$ cat src/rtl/ysyx_25030093_lsu.sv
// Load/store unit between EXU and WBU: one instruction in flight, valid/ready memory bus,
// load alignment/extension, store lane replication, single-packet write-back handshake.
module ysyx_25030093_lsu #(
    parameter int ADDR_WIDTH = 5,
    parameter int DATA_WIDTH = 32
) (
    input  logic                  clk,
    input  logic                  rst,
    input  logic                  in_valid,
    output logic                  in_ready,
    input  logic [1:0]            in_mem_op,
    input  logic [2:0]            in_funct3,
    input  logic [DATA_WIDTH-1:0] in_alu_result,
    input  logic [DATA_WIDTH-1:0] in_store_data,
    input  logic [ADDR_WIDTH-1:0] in_rd,
    input  logic                  in_wen,
    output logic                  mem_req_valid,
    input  logic                  mem_req_ready,
    output logic [DATA_WIDTH-1:0] mem_addr,
    output logic                  mem_wen,
    output logic [DATA_WIDTH-1:0] mem_wdata,
    output logic [3:0]            mem_wstrb,
    input  logic                  mem_rsp_valid,
    input  logic [DATA_WIDTH-1:0] mem_rsp_rdata,
    input  logic                  mem_rsp_err,
    output logic                  out_valid,
    input  logic                  out_ready,
    output logic [DATA_WIDTH-1:0] wb_data,
    output logic [ADDR_WIDTH-1:0] wb_addr,
    output logic                  wb_wen,
    output logic                  lsu_fault
);

    localparam logic [1:0] S_IDLE = 2'd0;
    localparam logic [1:0] S_REQ  = 2'd1;
    localparam logic [1:0] S_WAIT = 2'd2;
    localparam logic [1:0] S_DONE = 2'd3;

    logic [1:0]            state;
    logic                  store_q;
    logic [2:0]            funct3_q;
    logic [DATA_WIDTH-1:0] addr_q;
    logic [DATA_WIDTH-1:0] sdata_q;
    logic                  wen_q;

    logic                  in_is_mem;
    logic                  in_is_store;
    logic                  in_f3_legal;
    logic                  in_misaligned;
    logic [DATA_WIDTH-1:0] lane;
    logic [DATA_WIDTH-1:0] load_data;
    logic [3:0]            strb;
    logic [DATA_WIDTH-1:0] wdata;

    assign in_ready      = (state == S_IDLE);
    assign mem_req_valid = (state == S_REQ);
    assign out_valid     = (state == S_DONE);
    assign mem_addr      = addr_q;
    assign mem_wen       = store_q;
    assign mem_wdata     = wdata;
    assign mem_wstrb     = store_q ? strb : 4'b0000;

    // Reserved op 2'b11 falls through as a non-memory instruction.
    assign in_is_mem   = (in_mem_op == 2'b01) || (in_mem_op == 2'b10);
    assign in_is_store = (in_mem_op == 2'b10);

    always_comb begin
        in_f3_legal = 1'b0;
        if (in_is_store)
            in_f3_legal = !in_funct3[2] && (in_funct3[1:0] != 2'b11);
        else
            in_f3_legal = (in_funct3[1:0] != 2'b11) && !(in_funct3[2] && in_funct3[1]);
    end

    always_comb begin
        in_misaligned = 1'b0;
        if (in_funct3[1:0] == 2'b01)
            in_misaligned = in_alu_result[0];
        else if (in_funct3[1:0] == 2'b10)
            in_misaligned = (in_alu_result[1:0] != 2'b00);
    end

    assign lane = mem_rsp_rdata >> {addr_q[1:0], 3'b000};

    always_comb begin
        load_data = lane;
        case (funct3_q[1:0])
            2'b00:   load_data = {{24{lane[7] & ~funct3_q[2]}}, lane[7:0]};
            2'b01:   load_data = {{16{lane[15] & ~funct3_q[2]}}, lane[15:0]};
            default: load_data = lane;
        endcase
    end

    always_comb begin
        strb  = 4'b1111;
        wdata = sdata_q;
        case (funct3_q[1:0])
            2'b00: begin
                strb  = 4'b0001 << addr_q[1:0];
                wdata = {4{sdata_q[7:0]}};
            end
            2'b01: begin
                strb  = 4'b0011 << addr_q[1:0];
                wdata = {2{sdata_q[15:0]}};
            end
            default: begin
                strb  = 4'b1111;
                wdata = sdata_q;
            end
        endcase
    end

    always_ff @(posedge clk) begin
        if (rst) begin
            state     <= S_IDLE;
            store_q   <= 1'b0;
            funct3_q  <= '0;
            addr_q    <= '0;
            sdata_q   <= '0;
            wen_q     <= 1'b0;
            wb_data   <= '0;
            wb_addr   <= '0;
            wb_wen    <= 1'b0;
            lsu_fault <= 1'b0;
        end else begin
            case (state)
                S_IDLE: begin
                    if (in_valid) begin
                        store_q  <= in_is_store;
                        funct3_q <= in_funct3;
                        addr_q   <= in_alu_result;
                        sdata_q  <= in_store_data;
                        wen_q    <= in_wen;
                        wb_addr  <= in_rd;
                        wb_data  <= in_alu_result;
                        if (!in_is_mem) begin
                            wb_wen    <= in_wen && (in_rd != '0);
                            lsu_fault <= 1'b0;
                            state     <= S_DONE;
                        end else if (!in_f3_legal || in_misaligned) begin
                            wb_wen    <= 1'b0;
                            lsu_fault <= 1'b1;
                            state     <= S_DONE;
                        end else begin
                            wb_wen    <= 1'b0;
                            lsu_fault <= 1'b0;
                            state     <= S_REQ;
                        end
                    end
                end
                S_REQ: begin
                    if (mem_req_ready)
                        state <= S_WAIT;
                end
                S_WAIT: begin
                    if (mem_rsp_valid) begin
                        wb_data   <= store_q ? '0 : load_data;
                        wb_wen    <= wen_q && (wb_addr != '0) && !store_q && !mem_rsp_err;
                        lsu_fault <= mem_rsp_err;
                        state     <= S_DONE;
                    end
                end
                default: begin
                    if (out_ready)
                        state <= S_IDLE;
                end
            endcase
        end
    end

endmodule

$ cat config.mk
export PLATFORM = sky130hd
export DESIGN_NAME = ysyx_25030093_lsu
export DESIGN_NICKNAME = d
export VERILOG_FILES = /design/src/rtl/ysyx_25030093_lsu.sv
export SDC_FILE = /design/constraint.sdc
export NUM_CORES = 1
export LEC_CHECK = 0
export CAP_MARGIN = 20
export CORE_UTILIZATION = 40
export DETAILED_ROUTE_END_ITERATION = 8
export PLACE_DENSITY = 0.76
export SLEW_MARGIN = 30
export SYNTH_ARGS = -nofsm -noshare
export SYNTH_HDL_FRONTEND = slang
export SYNTH_SLANG_ARGS = --single-unit
$ cat constraint.sdc
create_clock -name clk -period 1.9 [get_ports clk]
set_input_delay 0.475 -clock clk [delete_from_list [all_inputs] [get_ports clk]]
set_output_delay 0.475 -clock clk [all_outputs]
set_load 0.02 [all_outputs]
==> flow_summary.ini, run 1 <==
[die]
start_util = 0.411
coreArea_mm2 = 0.0139
dieArea_mm2 = 0.0148
io_pins = 225
placementRows = 43
die_x_um = 122
fp.dieH_um = 122

[cts]
cts-hold-fix-buffers = 0
cts_buffers = 9
cts_root_buf = clkbuf_16
cts.sinks = 110
clk_latency_ps = 360
cts_tree = done
clk_pin_slew_worst_paths_ps = 70
cts_max_level = 3
clockBufferDepth = 2

[sta]
fmax_ghz = 0.502
fin_worst_skew_ps = 6.76
tightest_slew_ps = 576
drv_slew = 0
slew_headroom = 0.616
hold_viol_final = 0
finalSetupViolCount = 10
period_needed_ps = 1990
fin_ws_ps = -92.9
period_share = 1.05
finalHoldWorstSlack_ps = 455
tns_ps = -372
rsz0062_at_grt = yes

[setup_path]
path_class = reg -> out
cp_cell_sequence = nor2_4 > buf_12 > buf_4 > mux2_4 > buf_6
cp_slowest_cell = dfxtp_4
reg2reg_slack_ps = 50
startpoint_type = flop
worstPathRequired_ps = 1420
path_buf_inv = 3
r2r_cells = 7
worst_setup_path_end_kind = primary output
worstPathArrival_ps = 1520
cp.depth = 5
max_stage_delay_ps = 360
crit_family = buffers and inverters
path_max_fanout = 8

[global_routing]
globalRouteOverflowTotal = 0
grt_max_degree = 52
antenna_found_initial = 0
grt_pass1_wl_mm = 31.8
grt_pass1_vias = 5895
grtUsageTotal = 0.278

[power]
peakVddDrop_v = 0.000561
p_leak_nw = 3.71
powerDensity_mw_per_mm2 = 1360

[detailed_routing]
drt_first_pass_iters = 5
wl_per_cell_um = 18.4
drt_iter0_drc = 325
via_per_inst = 5.43
ant_nets = 0
drt-total-wl_mm = 20.9
num_vias = 6160
drc_errors = 0

[worst_hold_path]
hp-class = reg -> reg
min_delay_path_depth = 2

[final_layout]
fillerInstances = 1111
fin_nets = 1068
area_delta_synth_final_pct = 64.5
final_cells = 1134
n_antenna_cell = 0
final_layout_size_suffix_gt1_frac = 0.244

[place]
dp.cells = 1095
gp_congestion = 0.902
place_hpwl_mm = 15.1
io_buffers = 224

[logic_synthesis]
yosysUniqueCellTypes = 55
synth_cells = 680
synth_ff_type = dfxtp_1
synthTopCellsByCount = 177 x nand2_1, 110 x dfxtp_1, 78 x a21oi_1, 36 x clkbuf_1, 29 x mux2i_1
yosys-top-cells-area = dfxtp_1 38%, nand2_1 12%, a21oi_1 6.8%
avgSynthCellArea_um2 = 8.43
seq_area_frac_synth = 0.384
yosysWarnings = 0
async_flop_share = 0
ys_ff_latch = 110
syn-num-nets = 799
synth_top_area_share = 0.384
synth.most_common_cell = nand2_1
synth_area_mm2 = 0.00573
synth_area_leader_cell = dfxtp_1
synth_edf_count = 0

[job]
drv_cap = 0

[outcome]
status = complete, but fails checks
failed_checks = setup timing
[cell families (layout without fill, tap and decap cells)]
group	count (synthesis)	in the layout	share of synthesized area
mux	61	61	0.130
xor+xnor	1	1	0.00153
flops	110	110	0.384
buf+inv	73	346	0.0644
compound gates	167	167	0.204
fa+ha+maj	5	5	0.0109
simple gates	263	264	0.204
[cells in the final DEF, fill, tap and decap left out, types with 9 or more instances in the layout]
cell type	Yosys	final
a21oi_1	78	78
a221oi_1	21	20
buf_12	0	13
buf_4	11	72
buf_6	5	35
clkbuf_16	0	10
clkdlybuf4s50_1	0	181
dfxtp_1	110	104
dlygate4sd2_1	0	12
mux2_2	23	11
mux2_4	1	13
mux2i_1	29	25
nand2_1	177	171
nand2b_1	11	10
nor2_1	26	24
nor3_1	11	11
o32ai_2	10	9
[sequential cells by signal, summed over array words and instances (netlist names)]
signal	cells
state	2
mem_wen	1
sdata_q	32
wb_addr	5
wb_data	32
wen_q	1
wb_wen	1
mem_addr	32
lsu_fault	1
funct3_q	3
[power breakdown]
group	switching (W)	internal (W)
sequential	0.000384	0.00289
combinational	0.00385	0.00363
clock	0.000896	0.00116
total	0.00513	0.00769
[cell type report]
class,count,area [um2],area share
timing repair buffer,323,3250,0.345
sequential,110,2220,0.235
clock inverter,5,83.8,0.00889
multi-input combinational,498,3390,0.359
tap,180,225,0.0239
clock buffer,11,233,0.0247
inverter,7,26.3,0.00279
[through the flow]
step | util | area (um2) | worst slack, ps | power [W]
final | 0.676 | 9430 | -92.9 | 0.0128
after global routing | 0.676 | 9430 | -120 | 0.0135
after CTS | 0.657 | 9160 | -132 | 0.0123
after detailed placement | 0.617 | 8600 | -299 | 0.0101
after global placement | 0.617 | 8600 | -262 | 0.00997
after floorplan | - | 5740 | 32.3 | 0.00714
[worst register-to-register path, cell delays in order, from the launching register on]
cell and delay, ps:
dfxtp_4 350, buf_4 150, buf_4 150, mux2_4 300, a32o_2 260, buf_12 160
o32ai_2 270, a211oi_2 100
[routing by layer]
metal	part of all wire	global-route usage	up-vias
met2	0.48	0.469	292
li1	-	-	2938
met3	0.090	0.0688	37
met4	0.025	0.105	0
met1	0.40	0.340	2893
met5	0	0	-
[final timing paths]
path / start / endpoint
setup / recovery: funct3_q[0] / mem_wdata[8]
hold / removal: mem_addr[30] / mem_addr[30]
setup reg to reg: mem_addr[1] / wb_data[28]
hold reg to reg: mem_addr[30] / mem_addr[30]
[timing repair]
| action | CTS | global route |
|---|---|---|
| setup buffers | 19 | 2 |
| resized for setup | 177 | 76 |
| pin swaps | 8 | 11 |
| setup endpoints to repair | 62 | 63 |
| gates cloned | 2 | 3 |
Power figures use the tool's default switching activity.
==> inputs of run 2 (changes only) <==
--- a/config.mk
+++ b/config.mk
@@ -9,7 +9,7 @@
 export CORE_UTILIZATION = 40
 export DETAILED_ROUTE_END_ITERATION = 8
 export PLACE_DENSITY = 0.76
-export SLEW_MARGIN = 30
+export RECOVER_POWER = 25
 export SYNTH_ARGS = -nofsm -noshare
 export SYNTH_HDL_FRONTEND = slang
 export SYNTH_SLANG_ARGS = --single-unit
==> flow_summary.ini, run 2 (same netlist as run 1, synthesis figures left out) <==
[die]
coreArea_mm2 = 0.0139
die_x_um = 122
fp.dieH_um = 122
placementRows = 43
start_util = 0.411
dieArea_mm2 = 0.0148
io_pins = 225

[sta]
fmax_ghz = 0.503
finalSetupViolCount = 9
rsz0062_at_grt = yes
finalHoldWorstSlack_ps = 455
period_needed_ps = 1990
tightest_slew_ps = 582
drv_slew = 0
slew_headroom = 0.612
fin_ws_ps = -89.1
period_share = 1.05
fin_worst_skew_ps = 7.75
hold_viol_final = 0

[final_layout]
final_cell_mix = 181 x clkdlybuf4s50_1, 172 x nand2_1, 104 x dfxtp_1
area_delta_synth_final_pct = 63.6
layout_commonest_cell = clkdlybuf4s50_1
final_layout_size_suffix_gt1_frac = 0.242
fin_nets = 1068
n_antenna_cell = 0
final_cells = 1134
fin_util = 0.673

[worst_hold_path]
min_to = mem_addr[30]
hp-class = reg -> reg
min_delay_path_depth = 2
hp-start = mem_addr[30]

[power]
p_leak_nw = 3.67
peakVddDrop_v = 0.000548
powerDensity_mw_per_mm2 = 1360

[outcome]
failed_checks = setup timing
status = complete, but fails checks

[setup_path]
rr_startpoint = state[1]
startpoint_type = flop
worstPathArrival_ps = 1510
max_stage_delay_ps = 360
worst_setup_path_end_kind = primary output
path_class = reg -> out
cp_cell_sequence = nor2_4 > buf_12 > buf_4 > mux2_4 > buf_6
worstPathRequired_ps = 1420
reg2reg_slack_ps = 40
cp.depth = 5
cp_slowest_cell = dfxtp_4
crit_family = buffers and inverters
r2r_cells = 8
reg2reg_to = mem_addr[27]
path_max_fanout = 8
path_buf_inv = 3

[detailed_routing]
num_vias = 6167
drt_iter0_drc = 331
via_per_inst = 5.44
ant_nets = 0
drt_first_pass_iters = 5
drt-total-wl_mm = 20.9
drc_errors = 0
wl_per_cell_um = 18.4

[place]
place_hpwl_mm = 15.1
preCtsSetupSlack_ps = -299
io_buffers = 224
gp_congestion = 0.902
dp.cells = 1095

[global_routing]
grt_pass1_vias = 5895
antenna_found_initial = 0
grtUsageTotal = 0.278
grt_pass1_wl_mm = 31.8
globalRouteOverflowTotal = 0
grt_max_degree = 52

[cts]
cts-hold-fix-buffers = 0
cts_max_level = 3
clk_latency_ps = 360
clockBufferDepth = 2
cts.sinks = 110
cts_tree = done
clk_pin_slew_worst_paths_ps = 70
cts_buffers = 9
cts_root_buf = clkbuf_16

[job]
drv_cap = 0
## run 2: cell types whose count changed in the layout (fill, tap and decap cells not counted)
| cell | delta |
|---|---|
| buf_12 | -3 |
| clkbuf_4 | +3 |
| and2_1 | +1 |
| and2_2 | -1 |
| clkbuf_1 | +1 |
| dlymetal6s2s_1 | -1 |
| nand2_1 | +1 |
| nand2_2 | -1 |
## run 2: cell type report
| cell class | instances | area (um2) |
|---|---|---|
| fillers | 1116 | 4560 |
| multi-input cells | 498 | 3380 |
| repair buffers | 323 | 3210 |
| flip-flops and latches | 110 | 2220 |
| clock buffers | 11 | 233 |
| well taps | 180 | 225 |
| clock inverters | 5 | 83.8 |
| inverters | 7 | 26.3 |
## run 2: how the worst max path moves through the flow
stage,startpoint,end,slack (ps)
6_report,funct3_q[0],mem_wdata[8],-90
5_1_grt,funct3_q[0],mem_wdata[8],-120
4_1_cts,funct3_q[1],mem_wstrb[3],-130
3_5_place_dp,in_valid,wb_data[20],-300
3_3_place_gp,in_valid,wb_data[20],-260
2_1_floorplan,state[0],wb_data[27],30
## run 2: report_power, final
group          internal (W)  leakage [nW]  switching (W)
clock network       0.00116         0.146       0.000891
registers           0.00289         0.907       0.000385
logic               0.00356          2.62        0.00384
total               0.00761          3.67        0.00511
## run 2: tightest hold or removal path, cell delays in order, from the launching register on
cell,delay [ps]
dfxtp_1,310
nand2_1,50
a21oi_1,50
## run 2: layer usage
metal / global-route usage / part of all wire / vias to the layer above
met5: 0 / 0 / -
met4: 0.105 / 0.025 / 0
met3: 0.0688 / 0.089 / 39
met2: 0.469 / 0.47 / 279
met1: 0.340 / 0.41 / 2911
li1: - / - / 2938
## run 2: repair_timing
action,in CTS,in global routing
setup buffers,19,2
setup endpoints to repair,62,63
gates cloned,2,3
resized for setup,177,76
pin swaps,8,11
## run 2: through the flow
step / setup TNS (ps) / cell area (um2) / total power, W
after floorplan: 0 / 5740 / 0.00714
after global placement: -8910 / 8600 / 0.00997
after detailed placement: -10960 / 8600 / 0.0101
after CTS: -1390 / 9160 / 0.0123
after global routing: -1770 / 9380 / 0.0134
final: -338 / 9380 / 0.0127
